`src/rtl/fft_pkg.sv`:
```
// Shared constants, FSM state type and twiddle index helper
// for the 16-point radix-2 DIF twiddle generator.
package fft_pkg;

  localparam int N_POINT = 16;
  localparam int LOG2N   = 4;
  localparam int TW_W    = 8;
  localparam int DATA_W  = 17;

  typedef enum logic {
    IDLE = 1'b0,
    RUN  = 1'b1
  } state_e;

  // k = (bfly mod (8 >> stage)) << stage
  function automatic logic [2:0] tw_index(
    input logic [1:0] stage,
    input logic [2:0] bfly
  );
    logic [2:0] mask;
    mask = 3'b111 >> stage;
    return (bfly & mask) << stage;
  endfunction

endpackage

```
`src/rtl/fft_twiddle_rom.sv`:
```
// W16^k lookup, Q1.7, saturated so that 0x80 never appears.
// Purely combinational.
module fft_twiddle_rom
  import fft_pkg::*;
(
  input  logic [2:0]      k,
  output logic [TW_W-1:0] re,
  output logic [TW_W-1:0] im
);

  always_comb begin
    re = 8'h7F;
    im = 8'h00;
    unique case (k)
      3'd0: begin re = 8'h7F; im = 8'h00; end
      3'd1: begin re = 8'h76; im = 8'hCF; end
      3'd2: begin re = 8'h5B; im = 8'hA5; end
      3'd3: begin re = 8'h31; im = 8'h8A; end
      3'd4: begin re = 8'h00; im = 8'h81; end
      3'd5: begin re = 8'hCF; im = 8'h8A; end
      3'd6: begin re = 8'hA5; im = 8'hA5; end
      3'd7: begin re = 8'h8A; im = 8'hCF; end
      default: begin re = 8'h7F; im = 8'h00; end
    endcase
  end

endmodule

```
`src/rtl/fft_twiddle_gen.sv`:
```
// Twiddle sequencer: walks stage/bfly over one 16-point FFT
// and presents registered W16^k with a valid/ready handshake.
module fft_twiddle_gen #(
  parameter int N_POINT = 16,
  parameter int TW_W    = 8
) (
  input  logic            clk,
  input  logic            rst_n,
  input  logic            start,
  input  logic            abort,
  input  logic            tw_ready,
  output logic [TW_W-1:0] tw_re,
  output logic [TW_W-1:0] tw_im,
  output logic            tw_valid,
  output logic [1:0]      stage,
  output logic [2:0]      bfly,
  output logic            last,
  output logic            busy
);

  import fft_pkg::*;

  localparam logic [1:0] LAST_STAGE = 2'(LOG2N - 1);
  localparam logic [2:0] LAST_BFLY  = 3'(N_POINT / 2 - 1);

  state_e          state_q;
  state_e          state_d;
  logic [1:0]      stage_d;
  logic [2:0]      bfly_d;
  logic            valid_d;
  logic            last_d;
  logic [2:0]      k_d;
  logic [TW_W-1:0] re_d;
  logic [TW_W-1:0] im_d;
  logic            accept;

  assign accept = tw_valid & tw_ready;

  always_comb begin
    state_d = state_q;
    stage_d = stage;
    bfly_d  = bfly;
    valid_d = tw_valid;
    unique case (state_q)
      IDLE: begin
        if (start && !abort) begin
          state_d = RUN;
          stage_d = '0;
          bfly_d  = '0;
          valid_d = 1'b1;
        end
      end
      RUN: begin
        // abort wins over ready; finishing item returns to IDLE
        if (abort || (accept && last)) begin
          state_d = IDLE;
          stage_d = '0;
          bfly_d  = '0;
          valid_d = 1'b0;
        end else if (accept) begin
          bfly_d = bfly + 3'd1;
          if (bfly == LAST_BFLY)
            stage_d = stage + 2'd1;
        end
      end
      default: begin
        state_d = IDLE;
        valid_d = 1'b0;
      end
    endcase
  end

  assign k_d    = tw_index(stage_d, bfly_d);
  assign last_d = valid_d && stage_d == LAST_STAGE
               && bfly_d == LAST_BFLY;

  fft_twiddle_rom u_rom (
    .k  (k_d),
    .re (re_d),
    .im (im_d)
  );

  always_ff @(posedge clk or negedge rst_n) begin
    if (!rst_n) begin
      state_q  <= IDLE;
      stage    <= '0;
      bfly     <= '0;
      tw_valid <= 1'b0;
      last     <= 1'b0;
      busy     <= 1'b0;
      tw_re    <= '0;
      tw_im    <= '0;
    end else begin
      state_q  <= state_d;
      stage    <= stage_d;
      bfly     <= bfly_d;
      tw_valid <= valid_d;
      last     <= last_d;
      busy     <= (state_d == RUN);
      tw_re    <= valid_d ? re_d : '0;
      tw_im    <= valid_d ? im_d : '0;
    end
  end

endmodule

```
`config.mk`:
```
export PLATFORM = sky130hd
export DESIGN_NAME = fft_twiddle_gen
export DESIGN_NICKNAME = d
export VERILOG_FILES = /design/src/rtl/fft_pkg.sv /design/src/rtl/fft_twiddle_rom.sv /design/src/rtl/fft_twiddle_gen.sv
export SDC_FILE = /design/constraint.sdc
export NUM_CORES = 1
export LEC_CHECK = 0
export CORE_UTILIZATION = 40
export DETAILED_ROUTE_END_ITERATION = 16
export GPL_ROUTABILITY_DRIVEN = 0
export MAX_ROUTING_LAYER = met4
export PLACE_DENSITY = 0.73
export SYNTH_ARGS = -nofsm -noshare
export SYNTH_HDL_FRONTEND = slang
export SYNTH_SLANG_ARGS = --single-unit
```
`constraint.sdc`:
```
create_clock -name clk -period 7.71 [get_ports clk]
set_input_delay 1.1565 -clock clk [delete_from_list [all_inputs] [get_ports clk]]
set_output_delay 1.1565 -clock clk [all_outputs]
set_load 0.005 [all_outputs]
```
==> impl_metrics.yaml <==
outcome:
  status: "finished, violations left"
  violations: "design-rule violations"
synth:
  netlist-cell-type-count: 37
  synth-edff-count: 0
  synthCells: 118
  synth_nets: 132
  ys.flop_type: "dfrtp_1"
  syn_area_sq_um: 1210
  synth.yosys.warnings: 0
  postSynthRegisterBits: 22
  yosysSeqAreaShare_pct: 45.50
  post_synth.cell_area_avg_sq_um: 10.25
  async_flop_share_pct: 100.0
pwr:
  p_seq_share_pct: 50.8
  peakVddDrop_v: 0.0001191
  power_switching_mw: 0.07199
  p_total_mw: 0.2633
  power.density_nw_per_um2: 174.8
  combPwrFrac_pct: 24.9
  p_int_mw: 0.1913
  clockPowerShare_pct: 24.3
  p_leak_nw: 0.6758
  switching_share_pct: 27.34
placement:
  hpwl_mm: 1.862
  portBuffers: 27
timing:
  tns_ns: 0
  setup_viol_count_final: 0
  whs_ns: 0.6310
  slew_headroom_pct: 19.53
  tightest_slew_ns: 1.198
  fmax_ghz: 0.2174
  finalCritPeriodShare_pct: 59.65
  fin_crit_ns: 4.599
  hold_viol_final: 0
  rsz0062_at_grt: "no"
  drv_slew: 0
  skew_ns: 0.0007685
route:
  dr.pass1.iters: 10
  vias_per_cell: 5.626
  wl_mm: 2.527
  drt-initial-drc-count: 54
  final_antenna_net_count: 0
  vias: 979
  drcViolationCount: 4
  wl_per_cell_um: 14.52
critical_path:
  crit_buf_inv: 3
  slowest_stage: "nor3_1"
  path_cells: "clkdlybuf4s50_1 > or3b_1 > nor4_1 > nor3_1 > inv_1 > a211oi_2 > inv_1 > ha_1 > a2111oi_0 > a31o_1"
  crit_top_cell: "inv_1"
  critPathMaxFanout: 13
  arrival_ns: 4.86
  crit_required_ns: 7.97
  critPathMaxStageDelay_ns: 0.96
  worstSetupStartpointType: "primary input"
  end_kind: "register"
  crit_type: "in2reg"
  cp_top_family: "simple AND/OR/NAND/NOR gates"
cells_and_area:
  nets: 158
  fill_cells: 247
  drive_gt1_share_pct: 9.091
  final_util_pct: 53.70
  syn_to_final_growth_pct: 24.51
  n_antenna_cell: 0
cts:
  htree_levels: 1
  insertion_delay_ns: 0.31
  cts_tree: "built"
  clock_path_buffers: 2
  clock_sinks: 22
  cts_buffers: 3
  clkTransAtPathRegs_ns: 0.12
  cts-root-buf: "clkbuf_4"
  cts_resized: 0
  cts_hold_buf: 0
  postCtsSetupBuffers: 0
global_route:
  grt_max_degree: 23
  grt_pass1_wl_mm: 4.291
  track_usage_pct: 18.01
  grt_pass1_vias: 898
  gr-total-overflow: 0
  antenna_found_initial: 0
worst_hold_path:
  hp-class: "reg2reg"
floorplan:
  die-area_sq_um: 3248
  chipHeight_um: 57.00
  initial_utilization_pct: 43.13
  core_sq_um: 2805
  die_w_um: 57.00
  pin_count: 29
  rows: 19
job:
  drv_cap: 0
[registers in the layout, indices dropped and copies added (netlist names)]
register / flops
bfly: 3
tw_re: 8
tw_im: 6
state_q: 1
tw_valid: 1
stage: 2
last: 1
[final timing paths]
kind | slack (ns) | cells after the start | end | start
worst max-delay path | 3.11 | 10 | tw_im[2] | abort
worst min-delay path | 0.63 | 1 | bfly[1] | bfly[1]
worst max register to register | 3.82 | 11 | tw_im[2] | bfly[0]
worst min register to register | 0.63 | 1 | bfly[1] | bfly[1]
max in group asynchronous | 5.76 | 1 | tw_im[5] | rst_n
min in group asynchronous | 1.36 | 1 | tw_re[5] | rst_n
[layout make-up]
| class | instances | area [sq um] | share of cell area, % |
|---|---|---|---|
| multi-input combinational | 77 | 561.8 | 37.29 |
| sequential | 22 | 550.5 | 36.54 |
| timing repair buffer | 27 | 270.3 | 17.94 |
| inverter | 13 | 48.80 | 3.239 |
| tap | 31 | 38.79 | 2.575 |
| clock buffer | 4 | 36.28 | 2.409 |
[layer usage]
layer	wire, um	global-route usage, %	up-vias
met5	0	-	-
met4	53	8.362	0
met3	126	3.628	5
met2	1267	28.57	33
met1	1080	22.19	470
li1	-	-	471
[layout by cell type, fill, tap and decap left out, types with 2 or more instances in the layout]
cell type and instances:
and3_1 2, nor2_1 9, clkdlybuf4s50_1 27, clkbuf_4 3, mux2i_1 2, a21oi_1 8, nor4_1 3, nor3b_1 2
a211oi_1 6, a22o_2 2, a2111oi_0 2, dfrtp_1 22, inv_1 13, ha_1 9, o21ai_0 2, nand2_1 4
nor3_1 5, nand3_1 3
[worst reg2reg max path, delay by kind of cell, from the launching register on]
family | cells | cell delay (ns)
compound gates | 3 | 0.99
fa+ha+maj | 3 | 0.74
simple gates | 3 | 1.21
buf+inv | 2 | 0.46
flops | 1 | 0.43
[power by group through the flow]
stage | Clock [mW] | Sequential (mW) | Combinational, mW
after floorplan | 0 | 0.137 | 0.0283
after CTS | 0.0663 | 0.134 | 0.0660
after global routing | 0.0726 | 0.135 | 0.0724
after detailed placement | 0 | 0.136 | 0.0656
after global placement | 0 | 0.135 | 0.0646
final | 0.0640 | 0.134 | 0.0655
[cells by family after synthesis]
kind of cell	Yosys count	share of synthesized area, %
AO/OA/AOI/OAI	30	18.62
adder cells (fa/ha/maj)	9	9.307
buffers and inverters	19	8.066
flip-flops	22	45.50
multiplexers	3	2.895
other	1	0.3099
AND/OR/NAND/NOR	34	15.30
[cells in the mapped netlist (all sizes together), types with 2 or more instances]
| cell | count | area, sq um |
|---|---|---|
| o21ai | 2 | 10.01 |
| nor2 | 9 | 33.78 |
| a22o | 2 | 20.02 |
| a21o | 2 | 16.27 |
| nor4 | 3 | 18.77 |
| a211o | 2 | 18.77 |
| and3 | 2 | 12.51 |
| inv | 13 | 48.80 |
| nor3 | 5 | 25.02 |
| nand3 | 3 | 15.01 |
| a211oi | 7 | 57.55 |
| nand2 | 4 | 15.01 |
| ha | 9 | 112.6 |
| buf | 5 | 45.04 |
| a2111oi | 2 | 17.52 |
| dfrtp | 22 | 550.5 |
| a21oi | 8 | 40.04 |
| mux2i | 2 | 20.02 |
| nor3b | 3 | 27.52 |
[stage by stage]
step,area (sq um),setup slack (ns),instances
finish,1506,3.111,174
global route,1506,2.820,174
CTS,1506,3.216,174
detailed placement,1470,2.880,170
global placement,1470,3.113,170
floorplan,1210,4.318,118
(Power assumes the default switching activity.)
